### src/rtl/bmf_pkg.sv
// Shared constants for the Boolean matrix-factorisation H decoder:
// default sizes, semiring encodings and the reset-time basis.
package bmf_pkg;

   localparam int K_DEF    = 3;   // latent vector width
   localparam int M_DEF    = 4;   // reconstructed word width

   localparam int MODE_OR  = 0;   // OR-of-AND (Boolean semiring)
   localparam int MODE_XOR = 1;   // XOR-of-AND (GF(2))

   // Default 6-bit-adder decode map: po0 = po1 = k0, po2 = k1, po3 = k2.
   localparam logic [K_DEF-1:0][M_DEF-1:0] H_DEFAULT = {4'b1000, 4'b0100, 4'b0011};

endpackage

### src/rtl/bmf_h_decoder_if.sv
// Handshake bundle for the H decoder: basis configuration port, latent
// input stream and reconstructed output stream.
interface bmf_h_decoder_if
   import bmf_pkg::*;
#(
   parameter int K = K_DEF,
   parameter int M = M_DEF
);
   localparam int KW = (K > 1) ? $clog2(K) : 1;

   logic          cfg_we;
   logic [KW-1:0] cfg_row;
   logic [M-1:0]  cfg_data;
   logic          cfg_ready;

   logic          in_valid;
   logic          in_ready;
   logic [K-1:0]  in_k;

   logic          out_valid;
   logic          out_ready;
   logic [M-1:0]  out_po;
   logic [15:0]   out_cnt;

   // Source/sink side: drives config, latent words and output acceptance.
   modport master (
      output cfg_we, cfg_row, cfg_data, in_valid, in_k, out_ready,
      input  cfg_ready, in_ready, out_valid, out_po, out_cnt
   );

   // Decoder side.
   modport slave (
      input  cfg_we, cfg_row, cfg_data, in_valid, in_k, out_ready,
      output cfg_ready, in_ready, out_valid, out_po, out_cnt
   );

endinterface

### src/rtl/bmf_h_product.sv
// Combinational basis product: po[j] = reduce_i (k[i] & h[i][j]), where the
// reduction is OR or XOR depending on the semiring selected by MODE.
module bmf_h_product
   import bmf_pkg::*;
#(
   parameter int K    = K_DEF,
   parameter int M    = M_DEF,
   parameter int MODE = MODE_OR
) (
   input  logic [K-1:0]         k,
   input  logic [K-1:0][M-1:0]  h,
   output logic [M-1:0]         po
);

   for (genvar j = 0; j < M; j++) begin : g_col
      logic [K-1:0] terms;

      for (genvar i = 0; i < K; i++) begin : g_term
         assign terms[i] = k[i] & h[i][j];
      end

      if (MODE == MODE_XOR) begin : g_xor
         assign po[j] = ^terms;
      end else begin : g_or
         assign po[j] = |terms;
      end
   end

endmodule

### src/rtl/bmf_h_decoder.sv
// Two-stage streaming decoder: S1 registers the latent vector, S2 registers
// its product with the K x M basis H. The basis is writable only while the
// pipeline is empty and no word is being offered, so every word sees one basis.
module bmf_h_decoder
   import bmf_pkg::*;
#(
   parameter int K    = K_DEF,
   parameter int M    = M_DEF,
   parameter int MODE = MODE_OR
) (
   input  logic             clk,
   input  logic             rst,
   bmf_h_decoder_if.slave   bus
);

   logic                  s1_valid;
   logic [K-1:0]          s1_k;
   logic                  s2_valid;
   logic [M-1:0]          s2_po;
   logic [15:0]           cnt;
   logic [K-1:0][M-1:0]   h;
   logic [K-1:0][M-1:0]   h_reset;
   logic [M-1:0]          product;
   logic                  s1_adv;
   logic                  in_ready;
   logic                  cfg_ready;
   logic                  cfg_hit;

   // Reset image of the basis: the default map where it fits, zero elsewhere.
   for (genvar i = 0; i < K; i++) begin : g_rst_row
      for (genvar j = 0; j < M; j++) begin : g_rst_col
         if (i < K_DEF && j < M_DEF) begin : g_def
            assign h_reset[i][j] = H_DEFAULT[i][j];
         end else begin : g_zero
            assign h_reset[i][j] = 1'b0;
         end
      end
   end

   // S1 moves whenever S2 is free or being drained this cycle.
   assign s1_adv        = !s2_valid || bus.out_ready;
   assign in_ready      = !s1_valid || s1_adv;
   assign cfg_ready     = !s1_valid && !s2_valid && !bus.in_valid;
   // Rows beyond K do not exist; such writes are dropped.
   assign cfg_hit       = bus.cfg_we && cfg_ready && (int'(bus.cfg_row) < K);

   assign bus.in_ready  = in_ready;
   assign bus.cfg_ready = cfg_ready;
   assign bus.out_valid = s2_valid;
   assign bus.out_po    = s2_po;
   assign bus.out_cnt   = cnt;

   bmf_h_product #(
      .K    (K),
      .M    (M),
      .MODE (MODE)
   ) u_product (
      .k  (s1_k),
      .h  (h),
      .po (product)
   );

   // S1: capture a latent vector whenever the stage is free or moving on.
   // NOTE: state is written with <= so every flop samples pre-edge values;
   // blocking assignments here would let S2 see S1's new contents in the same edge.
   always_ff @(posedge clk or posedge rst) begin
      if (rst) begin
         s1_valid <= 1'b0;
         s1_k     <= '0;
      end else if (in_ready) begin
         s1_valid <= bus.in_valid;
         if (bus.in_valid) s1_k <= bus.in_k;
      end
   end

   // S2: capture the product of S1 with the basis in effect at this edge.
   always_ff @(posedge clk or posedge rst) begin
      if (rst) begin
         s2_valid <= 1'b0;
         s2_po    <= '0;
      end else if (s1_adv) begin
         s2_valid <= s1_valid;
         if (s1_valid) s2_po <= product;
      end
   end

   // Delivered-word counter, wraps naturally at 16 bits.
   always_ff @(posedge clk or posedge rst) begin
      if (rst)                            cnt <= '0;
      else if (s2_valid && bus.out_ready) cnt <= cnt + 16'd1;
   end

   // Basis register: reloads the default map on reset, one row per accepted write.
   // NOTE: H is a small bank of flops, not a RAM, so resetting it is cheap and
   // guarantees a known decode map after every reset.
   always_ff @(posedge clk or posedge rst) begin
      if (rst)          h <= h_reset;
      else if (cfg_hit) h[bus.cfg_row] <= bus.cfg_data;
   end

endmodule
### src/flat_wrapper.sv
// flat-port wrapper written by rule: the top's interface ports become plain ports
module bmf_h_decoder_flat import bmf_pkg::*;
#(
   parameter int K    = K_DEF,
   parameter int M    = M_DEF,
   parameter int MODE = MODE_OR
)
  (clk, rst, bus_cfg_we, bus_cfg_row, bus_cfg_data, bus_in_valid, bus_in_k, bus_out_ready, bus_cfg_ready, bus_in_ready, bus_out_valid, bus_out_po, bus_out_cnt);
  bmf_h_decoder_if #(.K(K), .M(M)) bus_i ();
  input  logic clk;
  input  logic rst;
  input wire logic [$bits(bus_i.cfg_we)-1:0] bus_cfg_we;
  input wire logic [$bits(bus_i.cfg_row)-1:0] bus_cfg_row;
  input wire logic [$bits(bus_i.cfg_data)-1:0] bus_cfg_data;
  input wire logic [$bits(bus_i.in_valid)-1:0] bus_in_valid;
  input wire logic [$bits(bus_i.in_k)-1:0] bus_in_k;
  input wire logic [$bits(bus_i.out_ready)-1:0] bus_out_ready;
  output wire logic [$bits(bus_i.cfg_ready)-1:0] bus_cfg_ready;
  output wire logic [$bits(bus_i.in_ready)-1:0] bus_in_ready;
  output wire logic [$bits(bus_i.out_valid)-1:0] bus_out_valid;
  output wire logic [$bits(bus_i.out_po)-1:0] bus_out_po;
  output wire logic [$bits(bus_i.out_cnt)-1:0] bus_out_cnt;
  assign bus_i.cfg_we = bus_cfg_we;
  assign bus_i.cfg_row = bus_cfg_row;
  assign bus_i.cfg_data = bus_cfg_data;
  assign bus_i.in_valid = bus_in_valid;
  assign bus_i.in_k = bus_in_k;
  assign bus_i.out_ready = bus_out_ready;
  assign bus_cfg_ready = bus_i.cfg_ready;
  assign bus_in_ready = bus_i.in_ready;
  assign bus_out_valid = bus_i.out_valid;
  assign bus_out_po = bus_i.out_po;
  assign bus_out_cnt = bus_i.out_cnt;
  bmf_h_decoder #(.K(K), .M(M), .MODE(MODE)) u_core (.clk(clk), .rst(rst), .bus(bus_i));
endmodule
### config.mk
export PLATFORM = sky130hd
export DESIGN_NAME = bmf_h_decoder_flat
export DESIGN_NICKNAME = d
export VERILOG_FILES = /design/src/rtl/bmf_pkg.sv /design/src/rtl/bmf_h_decoder_if.sv /design/src/rtl/bmf_h_product.sv /design/src/rtl/bmf_h_decoder.sv /design/src/flat_wrapper.sv
export SDC_FILE = /design/constraint.sdc
export NUM_CORES = 1
export LEC_CHECK = 0
export BUFFER_PORTS_ARGS = -buffer_cell sky130_fd_sc_hd__buf_4
export CORE_ASPECT_RATIO = 1.1
export CORE_MARGIN = 2
export CORE_UTILIZATION = 25
export DETAILED_ROUTE_END_ITERATION = 12
export SYNTH_ARGS = -nofsm -noshare
export SYNTH_HDL_FRONTEND = slang
export SYNTH_SLANG_ARGS = --single-unit
export TNS_END_PERCENT = 100
### constraint.sdc
create_clock -name clk -period 4.25 [get_ports clk]
set_clock_uncertainty 0.2 [all_clocks]
set_input_delay 0.2125 -clock clk [delete_from_list [all_inputs] [get_ports clk]]
set_output_delay 0.2125 -clock clk [all_outputs]
set_load 0.02 [all_outputs]
==> results_dict.tcl <==
set metrics [dict create \
    ioPinCount 37 \
    drt-initial-drc-count 67 \
    num_antenna_cells 0 \
    fp.dieW_um 79.5 \
    fin_util_pct 35.2 \
    clk_path_buf_depth 2 \
    synth_flop_cell "dfrtp_1" \
    cts_tree "built" \
    grt-ovfl-total 0 \
    wl_met2_mm 1.56 \
    critical_path_arrival_ps 2160 \
    setup_violations 0 \
    clk_transition_reported_paths_ps 80 \
    postCtsResizedCells 0 \
    synthToLayoutAreaGrowth_pct 37.5 \
    grt_setup_unrepaired "no" \
    numCtsBuffers 5 \
    insertion_delay_ps 280 \
    dieArea_um2 6920 \
    start_kind "input port" \
    ys_types 23 \
    vdd_drop_max_uv 237 \
    netlist_instances 121 \
    min_path_type "input port to flop" \
    synth_seq_area_share_pct 59.4 \
    layout-drive-gt1-share_pct 38.9 \
    tns_ps 0 \
    synth-async-reset-ratio_pct 100 \
    row_count 30 \
    start_util_pct 25.6 \
    post-cts-setup-buffers 0 \
    synth_edf_count 0 \
    grt_max_degree 38 \
    crit_fanout 4 \
    p_leak_nw 0.998 \
    cts.sinks 37 \
    synth_top_area_cell "dfrtp_1" \
    drt-total-wl_mm 3.28 \
    power-per-cell-area_nw_per_um2 483 \
    ys_seq_elements 37 \
    finalNetCount 189 \
    cts-root-buf "clkbuf_8" \
    fmax_mhz 457 \
    wire_per_inst_um 12.8 \
    port_buffers 36 \
    drc_errors 0 \
    highest_layer "met4" \
    die_y_um 87.0 \
    synth_top_cell_area_share_pct 52.7 \
    tightestPinTransition_ps 610 \
    drv_cap 0 \
    postPlaceCellArea_um2 1940 \
    required_ps 4220 \
    vias_per_cell 4.38 \
    hold_viol 0 \
    synthesis.nets 136 \
    grt_pass1_vias 1147 \
    path_class "input port to flop" \
    coreArea_um2 6120 \
    antenna_found_initial 0 \
    period_share_pct 51.5 \
    synthTopCellsByArea "dfrtp_1 (53%), mux2_2 (8.6%), xnor2_1 (7.3%)" \
    drt-pass1-iter-count 4 \
    synth_area_per_cell_um2 12.9 \
    maxSlewHeadroom_pct 59.0 \
    fin_hold_ws_ps 48.9 \
    detail-route-antenna-nets 0 \
    vias 1116 \
    slew_viol_final 0 \
    met1Wirelength_mm 1.54 \
    status "completed" \
    layout_min_cycle_time_ps 2190 \
    gr-usage-all-layers_pct 10.6 \
    hold_buffers 9 \
    dr_wl_met3_um 152 \
    hpwl_mm 2.37 \
    grt_pass1_wl_mm 5.71 \
    gp_congestion 0.753 \
    yosysWarnings 0 \
    syn_area_um2 1570 \
    htree_num_levels 2 \
    final_area_um2 2150 \
    critPathCaptureType "flop" \
]
flip-flops by register name, indices dropped and copies added, names as in the netlist:
name / flops
u_core.s1_valid: 1
u_core.s1_k: 3
u_core.bus.out_valid: 1
u_core.bus.out_cnt: 16
u_core.h: 12
u_core.bus.out_po: 4
layer usage:
layer  vias up  track usage [%]
li1        535                -
met1       551             14.1
met2        28             16.7
met3         2             3.22
met4         0             3.29
met5         -                0
final cells by class:
class / instances / area [µm²]
Clock inverter: 2 / 37.5
Sequential cell: 37 / 931
Clock buffer: 6 / 82.6
Fill cell: 627 / 3960
Multi-Input combinational cell: 82 / 628
Inverter: 2 / 7.51
Tap cell: 80 / 100
Timing Repair Buffer: 46 / 368
cells by family (layout without fill, tap and decap cells):
group	count (synthesis)	count (layout)	synth area share (%)
and+or+nand+nor	42	42	14.6
DFF	37	37	59.4
muxes	16	16	12.5
xor gates and xnor gates	15	15	8.39
AOI/OAI and AO/OA	8	8	3.83
buffers and inverters	2	56	0.479
adders and majority gates	1	1	0.799
worst max-delay path, stage by stage:
cell and delay, ps:
dlygate4sd3_1 540, buf_4 150, or4b_4 520, or3b_4 430
mux2_4 310
synthesized netlist by cell type (all sizes together), types with 2 or more instances:
master	instances
a222oi	4
xnor2	13
nand2b	3
and4	3
nor3	3
o21ai	4
nand3	5
nand4	2
xor2	2
inv	2
dfstp	4
nor2	3
dfrtp	33
nand2	17
mux2	16
layout by cell type (no fill, tap or decap), types with 4 or more instances in the layout:
cell type,netlist,routed
dlygate4sd3_1,0,9
xnor2_1,13,13
o21ai_0,4,4
clkbuf_8,0,6
buf_4,0,37
dfstp_2,4,4
nand2_1,17,17
nand3_1,5,5
mux2_2,12,12
dfrtp_1,33,33
mux2_4,4,4
a222oi_1,4,4
stage by stage:
stage	instances	setup WS, ps	power [mW]
detailed placement	238	2230	0.725
floorplan	121	2190	0.618
finish	255	2060	1.04
global route	255	2020	1.10
CTS	255	2060	1.05
global placement	238	2250	0.722
power breakdown:
| group | total [mW] | switching (mW) | internal (mW) | leakage (nW) |
|---|---|---|---|---|
| combinational | 0.242 | 0.117 | 0.125 | 0.471 |
| sequential | 0.479 | 0.0620 | 0.417 | 0.470 |
| clock | 0.319 | 0.128 | 0.191 | 0.0574 |
path summary, 6_finish.rpt:
kind	start	endpoint	slack [ps]	depth (start not counted)
setup / recovery	bus_in_valid	u_core.h[4]	2060	5
hold / removal	bus_out_ready	u_core.bus.out_cnt[2]	50	3
setup reg to reg	u_core.bus.out_valid	u_core.h[4]	2210	3
hold reg to reg	u_core.bus.out_cnt[15]	u_core.bus.out_cnt[15]	280	1
max in group asynchronous	rst	u_core.h[1]	3100	4
min in group asynchronous	rst	u_core.bus.out_cnt[2]	400	4
Note: power is estimated with default switching activity, not from simulation.
